$ cat src/rtl/pipe_pkg.sv
// Shared types and default constants for the pipeline controller.
package pipe_pkg;

  localparam int unsigned REG_AW           = 5;
  localparam int unsigned PERF_W           = 32;
  localparam int unsigned DRAIN_CYCLES_DEF = 3;
  localparam int unsigned MWAIT_MAX_DEF    = 255;

  typedef enum logic [1:0] {
    ST_RUN   = 2'd0,
    ST_MWAIT = 2'd1,
    ST_DRAIN = 2'd2,
    ST_HALT  = 2'd3
  } state_t;

endpackage

$ cat src/rtl/hazard_detect.sv
// Load-use hazard comparator between the ID-stage sources and the EX-stage load.
module hazard_detect
  import pipe_pkg::*;
(
  input  logic [REG_AW-1:0] id_rs1,
  input  logic [REG_AW-1:0] id_rs2,
  input  logic              id_rs1_used,
  input  logic              id_rs2_used,
  input  logic [REG_AW-1:0] ex_rd,
  input  logic              ex_mem_read,
  output logic              load_use_c
);

  logic w_rs1_hit;
  logic w_rs2_hit;

  assign w_rs1_hit  = id_rs1_used && (id_rs1 == ex_rd);
  assign w_rs2_hit  = id_rs2_used && (id_rs2 == ex_rd);
  // x0 is hardwired zero, so a load targeting it never creates a dependency
  assign load_use_c = ex_mem_read && (ex_rd != '0) && (w_rs1_hit || w_rs2_hit);

endmodule

$ cat src/rtl/pipe_ctrl.sv
// Pipeline stall/flush controller: memory wait, redirect, load-use and halt drain.
// Define PIPE_CTRL_PERF_EN to add the stall_cnt/flush_cnt performance counters.
module pipe_ctrl
  import pipe_pkg::*;
#(
  parameter int unsigned DRAIN_CYCLES = DRAIN_CYCLES_DEF,
  parameter int unsigned MWAIT_MAX    = MWAIT_MAX_DEF
) (
  input  logic              clk,
  input  logic              rst,
  input  logic              en,
  input  logic [REG_AW-1:0] id_rs1,
  input  logic [REG_AW-1:0] id_rs2,
  input  logic              id_rs1_used,
  input  logic              id_rs2_used,
  input  logic [REG_AW-1:0] ex_rd,
  input  logic              ex_mem_read,
  input  logic              ex_br_taken,
  input  logic              mem_req,
  input  logic              mem_ack,
  input  logic              halt_req,
  output logic              pc_stall,
  output logic              if_id_stall,
  output logic              if_id_flush,
  output logic              id_ex_stall,
  output logic              id_ex_flush,
  output logic              ex_mem_stall,
  output logic              mem_wb_flush,
  output logic              halted,
  output logic              mem_timeout
`ifdef PIPE_CTRL_PERF_EN
  ,
  output logic [PERF_W-1:0] stall_cnt,
  output logic [PERF_W-1:0] flush_cnt
`endif
);

  localparam int unsigned MW_W = (MWAIT_MAX > 0) ? $clog2(MWAIT_MAX + 1) : 1;
  localparam int unsigned DR_W = (DRAIN_CYCLES > 0) ? $clog2(DRAIN_CYCLES + 1) : 1;

  state_t          r_state, w_state_nxt;
  logic [MW_W-1:0] r_mw_cnt, w_mw_cnt_nxt;
  logic [DR_W-1:0] r_dr_cnt, w_dr_cnt_nxt;
  logic            r_timeout, w_timeout_nxt;
  logic            r_lu_prev, w_lu_prev_nxt;

  logic            w_load_use;
  logic            w_mem_wait;
  logic [MW_W-1:0] w_mw_inc;
  logic            w_mw_hit;

  hazard_detect u_hazard_detect (
    .id_rs1      (id_rs1),
    .id_rs2      (id_rs2),
    .id_rs1_used (id_rs1_used),
    .id_rs2_used (id_rs2_used),
    .ex_rd       (ex_rd),
    .ex_mem_read (ex_mem_read),
    .load_use_c  (w_load_use)
  );

  assign w_mem_wait  = mem_req && !mem_ack;
  assign w_mw_inc    = r_mw_cnt + MW_W'(1);
  assign w_mw_hit    = (w_mw_inc >= MW_W'(MWAIT_MAX));
  assign halted      = (r_state == ST_HALT);
  assign mem_timeout = r_timeout;

  // Next-state and pipeline controls; r_lu_prev keeps a load-use bubble to one cycle
  always_comb begin
    w_state_nxt   = r_state;
    w_mw_cnt_nxt  = r_mw_cnt;
    w_dr_cnt_nxt  = r_dr_cnt;
    w_timeout_nxt = r_timeout;
    w_lu_prev_nxt = r_lu_prev;
    pc_stall      = 1'b0;
    if_id_stall   = 1'b0;
    id_ex_stall   = 1'b0;
    ex_mem_stall  = 1'b0;
    if_id_flush   = 1'b0;
    id_ex_flush   = 1'b0;
    mem_wb_flush  = 1'b0;

    if (!rst) begin
      if (!en || (r_state == ST_HALT)) begin
        pc_stall     = 1'b1;
        if_id_stall  = 1'b1;
        id_ex_stall  = 1'b1;
        ex_mem_stall = 1'b1;
      end else begin
        w_lu_prev_nxt = 1'b0;
        case (r_state)
          ST_RUN: begin
            if (w_mem_wait) begin
              pc_stall     = 1'b1;
              if_id_stall  = 1'b1;
              id_ex_stall  = 1'b1;
              ex_mem_stall = 1'b1;
              mem_wb_flush = 1'b1;
              w_mw_cnt_nxt = w_mw_inc;
              w_state_nxt  = ST_MWAIT;
              if (w_mw_hit) begin
                w_timeout_nxt = 1'b1;
                w_state_nxt   = ST_HALT;
                w_mw_cnt_nxt  = '0;
              end
            end else if (ex_br_taken) begin
              if_id_flush = 1'b1;
              id_ex_flush = 1'b1;
            end else if (w_load_use && !r_lu_prev) begin
              pc_stall      = 1'b1;
              if_id_stall   = 1'b1;
              id_ex_flush   = 1'b1;
              w_lu_prev_nxt = 1'b1;
            end else if (halt_req) begin
              w_dr_cnt_nxt = DR_W'(DRAIN_CYCLES);
              w_state_nxt  = (DRAIN_CYCLES == 0) ? ST_HALT : ST_DRAIN;
            end
          end
          ST_MWAIT: begin
            if (mem_ack) begin
              w_mw_cnt_nxt = '0;
              w_state_nxt  = ST_RUN;
            end else begin
              pc_stall     = 1'b1;
              if_id_stall  = 1'b1;
              id_ex_stall  = 1'b1;
              ex_mem_stall = 1'b1;
              mem_wb_flush = 1'b1;
              w_mw_cnt_nxt = w_mw_inc;
              if (w_mw_hit) begin
                w_timeout_nxt = 1'b1;
                w_state_nxt   = ST_HALT;
                w_mw_cnt_nxt  = '0;
              end
            end
          end
          ST_DRAIN: begin
            // A memory wait freezes the drain count until the access completes
            if (w_mem_wait) begin
              pc_stall     = 1'b1;
              if_id_stall  = 1'b1;
              id_ex_stall  = 1'b1;
              ex_mem_stall = 1'b1;
              mem_wb_flush = 1'b1;
              w_mw_cnt_nxt = w_mw_inc;
              if (w_mw_hit) begin
                w_timeout_nxt = 1'b1;
                w_state_nxt   = ST_HALT;
                w_mw_cnt_nxt  = '0;
              end
            end else begin
              pc_stall     = 1'b1;
              if_id_flush  = 1'b1;
              w_mw_cnt_nxt = '0;
              if (r_dr_cnt <= DR_W'(1)) begin
                w_dr_cnt_nxt = '0;
                w_state_nxt  = ST_HALT;
              end else begin
                w_dr_cnt_nxt = r_dr_cnt - DR_W'(1);
              end
            end
          end
          default: w_state_nxt = r_state;
        endcase
      end
    end
  end

  always_ff @(posedge clk) begin
    if (rst) begin
      r_state   <= ST_RUN;
      r_mw_cnt  <= '0;
      r_dr_cnt  <= '0;
      r_timeout <= 1'b0;
      r_lu_prev <= 1'b0;
    end else begin
      r_state   <= w_state_nxt;
      r_mw_cnt  <= w_mw_cnt_nxt;
      r_dr_cnt  <= w_dr_cnt_nxt;
      r_timeout <= w_timeout_nxt;
      r_lu_prev <= w_lu_prev_nxt;
    end
  end

`ifdef PIPE_CTRL_PERF_EN
  logic [PERF_W-1:0] r_stall_cnt;
  logic [PERF_W-1:0] r_flush_cnt;

  always_ff @(posedge clk) begin
    if (rst) begin
      r_stall_cnt <= '0;
      r_flush_cnt <= '0;
    end else begin
      if (pc_stall)    r_stall_cnt <= r_stall_cnt + PERF_W'(1);
      if (if_id_flush) r_flush_cnt <= r_flush_cnt + PERF_W'(1);
    end
  end

  assign stall_cnt = r_stall_cnt;
  assign flush_cnt = r_flush_cnt;
`endif

endmodule

$ cat config.mk
export PLATFORM = sky130hd
export DESIGN_NAME = pipe_ctrl
export DESIGN_NICKNAME = d
export VERILOG_FILES = /design/src/rtl/pipe_pkg.sv /design/src/rtl/hazard_detect.sv /design/src/rtl/pipe_ctrl.sv
export SDC_FILE = /design/constraint.sdc
export NUM_CORES = 1
export LEC_CHECK = 0
export BUFFER_PORTS_ARGS = -buffer_cell sky130_fd_sc_hd__buf_4
export CORE_MARGIN = 4
export CORE_UTILIZATION = 56
export DETAILED_ROUTE_END_ITERATION = 6
export GPL_ROUTABILITY_DRIVEN = 0
export PLACE_DENSITY = 0.85
export SYNTH_ARGS = -nofsm -noshare
export SYNTH_HDL_FRONTEND = slang
export SYNTH_SLANG_ARGS = --single-unit
$ cat constraint.sdc
create_clock -name clk -period 4.3 [get_ports clk]
set_clock_uncertainty 0.05 [all_clocks]
set_input_delay 0.215 -clock clk [delete_from_list [all_inputs] [get_ports clk]]
set_output_delay 0.215 -clock clk [all_outputs]
set_load 0.01 [all_outputs]
# Word-level counts from Yosys, hierarchy flattened
# Index checks and enable logic that the tools add are counted.
# op_classes
n_mux,55
n_bitwise,1
n_reduce_logical,21
n_lt_le_gt_ge,2
n_eq_ne,17
add_sub_neg,2
# ops
operator,count
$mux W8,4
$mux W2,15
$mux W1,28
$pmux W8 S3,1
$ne A2 B2 Y1 const B,7
$ne A3 B3 Y1 const B,4
$eq A5 B5 Y1,2
$add A8 B1 Y8 const B,1
$ge A8 B8 Y1 const B,1
$reduce_and A7 Y1,1
$logic_and A1 B1 Y1,6
$pmux W1 S2,3
$pmux W1 S3,2
$pmux W2 S3,1
$reduce_and A6 Y1,1
$reduce_bool A5 Y1,1
$eq A2 B2 Y1 const B,2
$pmux W2 S2,1
$reduce_and A4 Y1,1
$reduce_bool A2 Y1,2
$logic_not A1 Y1,3
$reduce_and A3 Y1,1
$reduce_bool A3 Y1,1
$eq A2 B1 Y1 const B,1
7 further kinds,8
# word_totals
output_inout_bits,9
in_bits,25
word_cells,103
register_bits,14

# Depth between registers and ports, before layout
# Gate-level depths: netlist of run 1.
# depth
ltp_word,11
mapped_depth,8
depth_no_buf,8

# By module
# A second synthesis of run 1 with hierarchy kept.
# hier_totals
cells_unflattened,158
area_unflattened_um2,1224.9
# by_module_without_submodules
mod,area_each_um2,cells_per_inst,n_inst
pipe_ctrl,1091.0,141,1
hazard_detect,133.9,17,1

# Worst setup path before layout of run 1
# No wires, ideal clock.
# synth_path
kind,flip-flop to flip-flop
start,register r_state[0]
end,register r_mw_cnt[3]
stages_incl_launch_ff,9
n_path_buf,1
period_less_slack_ps,2113
arrival_time_ps,2005
path_slack_ps,2187
cell_sequence,dfxtp_1 > inv_1 > ha_1 > clkbuf_1 > a211oi_2 > nand2_1 > or3_4 > or3b_1 > nand2_1
# synth_via
elab_chain_cells,4
word_cells_on_any_way,10
cone_classes,4 x eq/ne; 1 x mux; 1 x bitwise; 4 x reduce/logical
# synth_lines
element,line_no,rtl
start: declaration,pipe_ctrl.sv:41,"state_t r_state, w_state_nxt;"
start signal: assignment,pipe_ctrl.sv:177,r_state <= w_state_nxt;
$eq A2 B2 Y1,pipe_ctrl.sv:84,if (!en || (r_state == ST_HALT)) begin
$logic_or A1 B1 Y1,pipe_ctrl.sv:84,
$not A1 Y1 (no line),-,
$reduce_and A3 Y1 (no line),-,
end signal: assignment,pipe_ctrl.sv:178,r_mw_cnt <= w_mw_cnt_nxt;
end: declaration,pipe_ctrl.sv:42,"logic [MW_W-1:0] r_mw_cnt, w_mw_cnt_nxt;"
# Parallel ways exist; a longest one is shown, timed or not.
# A chain may end at the register's enable or synchronous reset.

# Worst setup path after layout of run 1
# Ends and elaborated chain as after synthesis.

==> out/results.ini, run 1 <==
[setup_path]
critPathRequiredTime_ns=4.49
cp.arrival_ns=2.61
max_stage_delay_ns=0.38
reg2reg_depth=7
cp_max_fo=11
criticalPathCategory=reg2reg
cp-start-kind=register
cp-end-kind=register
crit_top_cell=nand2_1
slowest_stage=a211oi_2
path_cells=ha_1 -> nand2b_1 -> a211oi_2 -> nand2_1 -> or3_4 -> or3b_1 -> nand2_1

[routing]
avgViaCountPerCell=6.03
detailedRoute.firstPassIterationCount=4
routed_wl_mm=3.25
drcViolationCount=0
detail-route-antenna-nets=0
dr.first_iter.drc_count=38
vias=1363
wire_per_inst_microns=14.4

[power]
p_int_uw=267
power_frac_seq_pct=34.6
p_clk_share_pct=23.3
swShare_pct=37.0
pwr-share-comb_pct=42.2
ir_drop_uv=269
p_switching_uw=157
power.density_nw_per_um2=279
power.leakage_uw=0.000661

[cts]
post_cts_buffers=0
cts_made_buffers=3
cts_resized=0
clock_tree.root_cell=clkbuf_4
clock-sinks=14
tritoncts=yes
worstSkewPairLatency_ns=0.29
postCtsHoldBufs=0
clk_pin_slew_ns=0.09
htreeDepth=1
clockBufferDepth=2

[sta]
timing.fmax_mhz=412
fin_crit_ns=2.43
finalCritPeriodShare_pct=56.4
tns_ns=0
slew_headroom_pct=66.4
hold_viol=0
worst_pin_slew_ns=0.500
rsz0062_at_grt=false
drv_slew=0
setup_viol=0

[die]
die_w_microns=55.1
io_pins=34
dieArea_sq_um=3040
rows=16
die_h_microns=55.1
core_sq_um=2040
start_util_pct=60.9

[synthesis]
synth_ff_type=dfxtp_1
synthCells=170
synth.avg_cell_area_sq_um=7.32
yosysWarnings=0
netlist_area_sq_um=1240
async_flop_share_pct=0
syn_nets=202
synth-edff-count=0
synth-seq-area-share_pct=22.5
synth-seq-cells=14
synth_cell_type_count=49

[global_routing]
grt_pass1_vias=1319
grt_start_max_net_pins=22
grt_first_pass_wirelength_mm=5.23
grt_overflow_total=0
antenna_found_initial=0
grt_usage_pct=23.5

[placement]
dp_hpwl_mm=2.54
placed_area_sq_um=1480
port_buffers=33

[outcome]
status=completed

[final_layout]
num_antenna_cells=0
area_delta_synth_final_pct=22.1
nNetsFinal=232
drive_gt1_share_pct=21.6
final_cell_area_sq_um=1520
n_fill_cell=162

[min_path]
hold_path_class=in2reg
hold-path-cell-count=2

[run]
drv_cap=0

## cells in the mapped netlist, drive strengths merged, types with 3 or more instances
cell type / instances / share of area, %
nor2: 18 / 5.4
nand2: 15 / 4.5
inv: 7 / 2.1
ha: 7 / 7.0
nor2b: 5 / 2.5
nand2b: 3 / 1.5
buf: 3 / 1.9
a21oi: 13 / 5.2
nand3: 5 / 2.0
dfxtp: 14 / 23
a311oi: 3 / 2.1
clkbuf: 5 / 1.5
nor4: 6 / 3.0
o21ai: 12 / 4.8
and3: 4 / 2.1
xor2: 9 / 6.3
or3: 4 / 2.4
nor3: 6 / 2.4
## cells in the final DEF (no fill, tap or decap), types with 6 or more instances in the layout
| cell | count |
|---|---|
| buf_4 | 33 |
| dfxtp_1 | 14 |
| nor2_1 | 18 |
| nand2_1 | 15 |
| ha_1 | 7 |
| a21oi_1 | 13 |
| inv_1 | 7 |
| xor2_1 | 9 |
| nor3_1 | 6 |
| nor4_1 | 6 |
| o21ai_0 | 10 |
## flip-flops by register name, summed over array words and instances, names as in the netlist
register	flops
mem_timeout	1
r_dr_cnt	2
r_lu_prev	1
r_mw_cnt	8
r_state	2
## cells by family after synthesis
group	synth area share (%)
mux	0.805
simple gates	31.4
xor+xnor	7.75
compound gates	25.0
flops	22.5
fa+ha+maj	7.04
buf+inv	5.53
## power groups by stage
stage,clock [uW],sequential [uW],combinational (uW)
2_1_floorplan,0,147,120
3_3_place_gp,0,149,170
3_5_place_dp,0,149,174
4_1_cts,99.6,146,176
5_1_grt,104,148,199
6_report,98.7,147,179
## path summary, 6_finish.rpt
kind                             startpoint           to  slack [ns]
worst max register to register   r_state[0]  r_mw_cnt[3]        1.87
worst max-delay path             r_state[0]  r_mw_cnt[3]        1.87
worst min register to register  r_mw_cnt[6]  r_mw_cnt[6]        0.43
worst min-delay path                    rst  r_dr_cnt[1]        0.19
## final cells by class
cell class                 instances  area, sq um  area share (%)
clock buffer                       4         36.3            2.39
tap                               27         33.8            2.22
inverter                           7         26.3            1.73
multi-input combinational        141          895            58.9
timing repair buffer              33          248            16.3
sequential                        14          280            18.5
## stage by stage
step / worst slack (ns) / hold WS (ns) / cells / util, % / power [uW]
floorplan: 2.19 / 0.371 / 170 / - / 267
global placement: 2.00 / 0.399 / 222 / 72.6 / 319
detailed placement: 1.93 / 0.414 / 222 / 72.6 / 324
CTS: 1.90 / 0.186 / 226 / 74.4 / 422
global route: 1.76 / 0.197 / 226 / 74.4 / 450
finish: 1.87 / 0.189 / 226 / 74.4 / 424
## layer usage
metal,vias to the layer above,share of wire (%),GRT usage (%)
met4,0,0.92,3.24
met1,628,39,25.4
met5,-,0,0
met2,57,52,45.5
met3,4,7.4,6.70
li1,674,-,-
## critical path: cells and delay by family, from the launching register on
family | cells | cell delay [ns]
simple gates | 5 | 1.31
flops | 1 | 0.37
fa+ha+maj | 1 | 0.25
compound gates | 1 | 0.38
No activity file was read; power rests on OpenSTA's default activity.
==> inputs of run 2 (changes only) <==
- CORE_UTILIZATION: 56 -> 52
- PLACE_DENSITY: 0.85 -> 0.79
- clock period: 4.3 -> 2.5 ns (I/O delays scaled with it)
==> run 2 against run 1 <==
Sequential power rose by 72%. First-iteration DRC count grew 97%. Global-route usage down 1.6 points. Total power rose by 74%. Register-to-register slack got worse by 1.7 ns. Clock-buffer cell count unchanged. Clock power up 80%. Final area is 1.1% higher. Hold slack got worse by 0.088 ns. Setup slack worse by 1.7 ns. Via count is 1.1% higher. Critical endpoint unchanged.
==> out/results.ini, run 2 (synthesis results as in run 1) <==
[routing]
wire_per_inst_microns=14.6
vias=1378
drcViolationCount=0
detail-route-antenna-nets=0
dr.first_iter.drc_count=75
routed_wl_mm=3.35
detailedRoute.firstPassIterationCount=5
avgViaCountPerCell=6.02

[cts]
cts_resized=0
clock_tree.root_cell=clkbuf_4
worstSkewPairLatency_ns=0.29
clockBufferDepth=2
clk_pin_slew_ns=0.11
cts_made_buffers=3
htreeDepth=1
clock-sinks=14
post_cts_buffers=0
postCtsHoldBufs=0
tritoncts=yes

[sta]
setup_viol=0
timing.final.ws_setup_ns=0.138
worst_pin_slew_ns=0.426
rsz0062_at_grt=false
fin_crit_ns=2.36
drv_slew=0
finalCritPeriodShare_pct=94.5
timing.fmax_mhz=423
hold_viol=0
slew_headroom_pct=71.2
tns_ns=0

[setup_path]
cp-start-kind=register
cp.arrival_ns=2.56
criticalPathCategory=reg2reg
critPathRequiredTime_ns=2.70
cp-end-kind=register
cp_max_fo=11

[global_routing]
antenna_found_initial=0
grt_start_max_net_pins=22
grt_first_pass_wirelength_mm=5.82
grt_overflow_total=0
grt_usage_pct=21.8
grt_pass1_vias=1371

[placement]
port_buffers=33
post-place-ws_ns=0.226
dp_hpwl_mm=2.60
placed_area_sq_um=1500

[die]
dieArea_sq_um=3240
rows=17
start_util_pct=55.2
core_sq_um=2250
io_pins=34
die_h_microns=56.9
die_w_microns=56.9

[final_layout]
nNetsFinal=234
num_antenna_cells=0
area_delta_synth_final_pct=23.4
n_fill_cell=203
final_cell_area_sq_um=1540
drive_gt1_share_pct=22.4
final_cell_mix=buf_4, nor2_1, nand2_1, dfxtp_1, a21oi_1
top_regs=r_mw_cnt (8), r_dr_cnt (2), r_state (2)
final_common_cell=buf_4
regMostFlops=r_mw_cnt
largest_register_ffs=8

[power]
p_clk_share_pct=24.1
swShare_pct=37.7
power_frac_seq_pct=34.1
ir_drop_uv=340
p_int_uw=461
p_switching_uw=279
pwr-share-comb_pct=41.8
power.density_nw_per_um2=482
power.leakage_uw=0.000672

[run]
drv_cap=0

[min_path]
hold_path_class=in2reg

[outcome]
status=completed

[run 2: changes by cell type in the layout (fill, tap and decap cells not counted), sizes merged]
cell	change
buf	+2
[run 2: stage by stage]
step	instances	total power, uW	util (%)	hold slack, ns
after global routing	229	782	68.1	0.119
after floorplan	170	460	-	0.281
after detailed placement	225	559	66.5	0.416
final	229	740	68.1	0.101
after CTS	229	734	68.1	0.110
after global placement	225	551	66.5	0.403
[run 2: worst paths after layout]
path | from | end | slack, ns | depth (start not counted)
worst max-delay path | r_state[0] | r_mw_cnt[3] | 0.14 | 8
worst min-delay path | rst | r_mw_cnt[7] | 0.10 | 2
worst max register to register | r_state[0] | r_mw_cnt[3] | 0.14 | 8
worst min register to register | r_mw_cnt[6] | r_mw_cnt[6] | 0.43 | 1
[run 2: power groups by stage]
stage | Combinational (uW) | Sequential [uW] | Clock, uW
floorplan | 207 | 253 | 0
global route | 340 | 255 | 187
detailed placement | 302 | 257 | 0
finish | 310 | 253 | 178
CTS | 305 | 252 | 177
global placement | 296 | 255 | 0
[run 2: cell type report]
cell class              count  area [sq um]  share of cell area (%)
multi-input cells         141           895                    58.3
flip-flops and latches     14           280                    18.3
repair buffers             35           263                    17.1
clock buffers               4          36.3                    2.36
well taps                  28          35.0                    2.28
inverters                   7          26.3                    1.71
[run 2: worst max-delay path, cell delays in order, from the launching register on]
cell	delay, ns
dfxtp_1	0.38
inv_1	0.10
ha_1	0.36
a21oi_1	0.14
o21ai_0	0.27
nand2_1	0.19
or3_4	0.38
or3b_1	0.36
nand2_1	0.08
[run 2: metal layers]
| layer | global-route usage (%) | share of wire [%] |
|---|---|---|
| met5 | 0 | 0 |
| met4 | 8.28 | 1.8 |
| met3 | 3.68 | 5.7 |
| met2 | 38.3 | 52 |
| met1 | 26.3 | 41 |
==> inputs of run 3 (changes only) <==
- ABC_AREA: unset -> 1
==> run 3 against run 2 <==
Total power fell by 5.8%. Clock-buffer cell count unchanged. Final cell count up 28%. Sequential share of layout area is 0.81 points lower. Via count rose by 6.2%. Sequential cell count unchanged. Critical endpoint is now ex_mem_stall. Largest power group unchanged.
==> out/results.ini, run 3 <==
[outcome]
status=completed

[final_layout]
final_common_cell=nand2_1
nNetsFinal=298
top_regs=r_mw_cnt (8), r_dr_cnt (2), r_state (2)
regMostFlops=r_mw_cnt
largest_register_ffs=8
drive_gt1_share_pct=17.7
final_cell_count_no_fill=293
num_antenna_cells=0
final_cell_mix=nand2_1, inv_1, buf_4, nor2_1, nand3_1
area_delta_synth_final_pct=23.7

[sta]
timing.fmax_mhz=495
timing.hold.ws_ns=0.0534
worst_pin_slew_ns=0.243
rsz0062_at_grt=false
setup_viol=0
drv_slew=0
slew_headroom_pct=83.8
finalCritPeriodShare_pct=80.8
tns_ns=0
hold_viol=0
fin_crit_ns=2.02

[global_routing]
grt_usage_pct=19.8
grt_first_pass_wirelength_mm=5.30
grt_pass1_vias=1252
antenna_found_initial=0
grt_overflow_total=0
grt_start_max_net_pins=13

[synthesis]
synth_most_common_cell=nand2_1
synth-edff-count=0
synth_top_area_share_pct=24.0
synth_commonest_cells=nand2_1, inv_1, nor2_1
synth.avg_cell_area_sq_um=5.65
synth_cell_type_count=23
synth_ff_type=dfxtp_1
synth_top_area_cell=nand2_1
yosys-top-cells-area=nand2_1, dfxtp_1, inv_1
async_flop_share_pct=0
synth-seq-cells=14
synthCells=230
yosysWarnings=0
synth-seq-area-share_pct=21.6
netlist_area_sq_um=1300
syn_nets=262

[setup_path]
critPathTopFamily=buffers and inverters
cp-startpoint=r_state[0]
cp-end-kind=output pin
cp.arrival_ns=1.85
criticalPathCategory=reg2out
cp_max_fo=6
cp-start-kind=register
critPathBufInv=4
r2r_setup_slack_ns=0.66
critPathRequiredTime_ns=2.33
slowest_stage=dfxtp_1
max_stage_delay_ns=0.42
path_cells=inv_1 -> ha_1 -> inv_1 -> nand2_1 -> a21oi_1 -> nand2_1 -> nand2_1 -> inv_1 -> buf_4
worst_r2r_startpoint=r_state[0]

[cts]
cts_resized=0
clk_pin_slew_ns=0.09
postCtsHoldBufs=0
clock_tree.root_cell=clkbuf_4
tritoncts=yes
clock-sinks=14
clockBufferDepth=2
worstSkewPairLatency_ns=0.28
htreeDepth=1
post_cts_buffers=0
cts_made_buffers=3

[die]
start_util_pct=56.5
dieArea_sq_um=3360
die_h_microns=58.0
rows=17
die_w_microns=58.0
io_pins=34
core_sq_um=2300

[routing]
avgViaCountPerCell=4.99
wire_per_inst_microns=11.0
drcViolationCount=0
routed_wl_mm=3.21
detail-route-antenna-nets=0
detailedRoute.firstPassIterationCount=4
dr.first_iter.drc_count=127
vias=1463

[power]
power.density_nw_per_um2=434
ir_drop_uv=303
power.leakage_uw=0.000909

[placement]
port_buffers=33
placedCellCount=289
dp_hpwl_mm=2.65

[run]
drv_cap=0

[min_path]
hp-start=rst
hold_path_class=in2reg

[run 3: cell count changes in the layout (fill, tap and decap cells not counted), sizes merged, moves of 5 or more]
| cell | before | now |
|---|---|---|
| nor4 | 6 | 0 |
| nor2 | 18 | 25 |
| nand3 | 5 | 19 |
| inv | 7 | 41 |
| nand2 | 15 | 85 |
| xor2 | 9 | 1 |
| nor2b | 5 | 0 |
| o21ai | 12 | 5 |
| nand4 | 0 | 7 |
[run 3: area by class of cell]
class / count / area (sq um)
Sequential cell: 14 / 280
Timing Repair Buffer: 33 / 248
Multi-Input combinational cell: 173 / 853
Clock buffer: 4 / 36.3
Tap cell: 28 / 35.0
Inverter: 41 / 154
Fill cell: 229 / 691
[run 3: per-stage QoR]
stage,worst slack [ns],power [uW],util [%],instance area [sq um]
4_1_cts,0.493,699,69.9,1610
3_3_place_gp,0.774,532,68.4,1570
2_1_floorplan,0.828,446,-,1300
6_report,0.480,697,69.9,1610
5_1_grt,0.342,750,69.9,1610
3_5_place_dp,0.702,534,68.4,1570
[run 3: worst paths after layout]
kind | cells after the start | end
min reg2reg | 2 | r_dr_cnt[0]
max reg2reg | 9 | r_mw_cnt[1]
min | 2 | r_mw_cnt[1]
max | 9 | ex_mem_stall
[run 3: cell families after synthesis]
family / synth area share, %
adders and majority gates: 6.74
xor gates and xnor gates: 0.674
buffers and inverters: 12.7
and+or+nand+nor: 46.8
DFF: 21.6
AOI/OAI and AO/OA: 11.5
[run 3: layer usage]
layer | up-vias | global-route usage [%] | share of wire [%]
met3 | 6 | 2.45 | 5.7
met5 | - | 0 | 0
met2 | 44 | 31.8 | 47
li1 | 788 | - | -
met1 | 625 | 26.7 | 46
met4 | 0 | 7.95 | 1.2
[run 3: worst register-to-register path: cells and delay by family (launching register included)]
family	cells	cell delay, ns
compound gates	2	0.39
fa+ha+maj	1	0.26
buf+inv	1	0.07
flops	1	0.36
simple gates	5	0.67
[run 3: report_power, final]
| group | leakage (uW) | internal [uW] | switching [uW] |
|---|---|---|---|
| Sequential | 0.000114 | 237 | 14.7 |
| Clock | 0.0000210 | 88.6 | 77.3 |
| Combinational | 0.000774 | 112 | 168 |
| Total | 0.000909 | 437 | 260 |
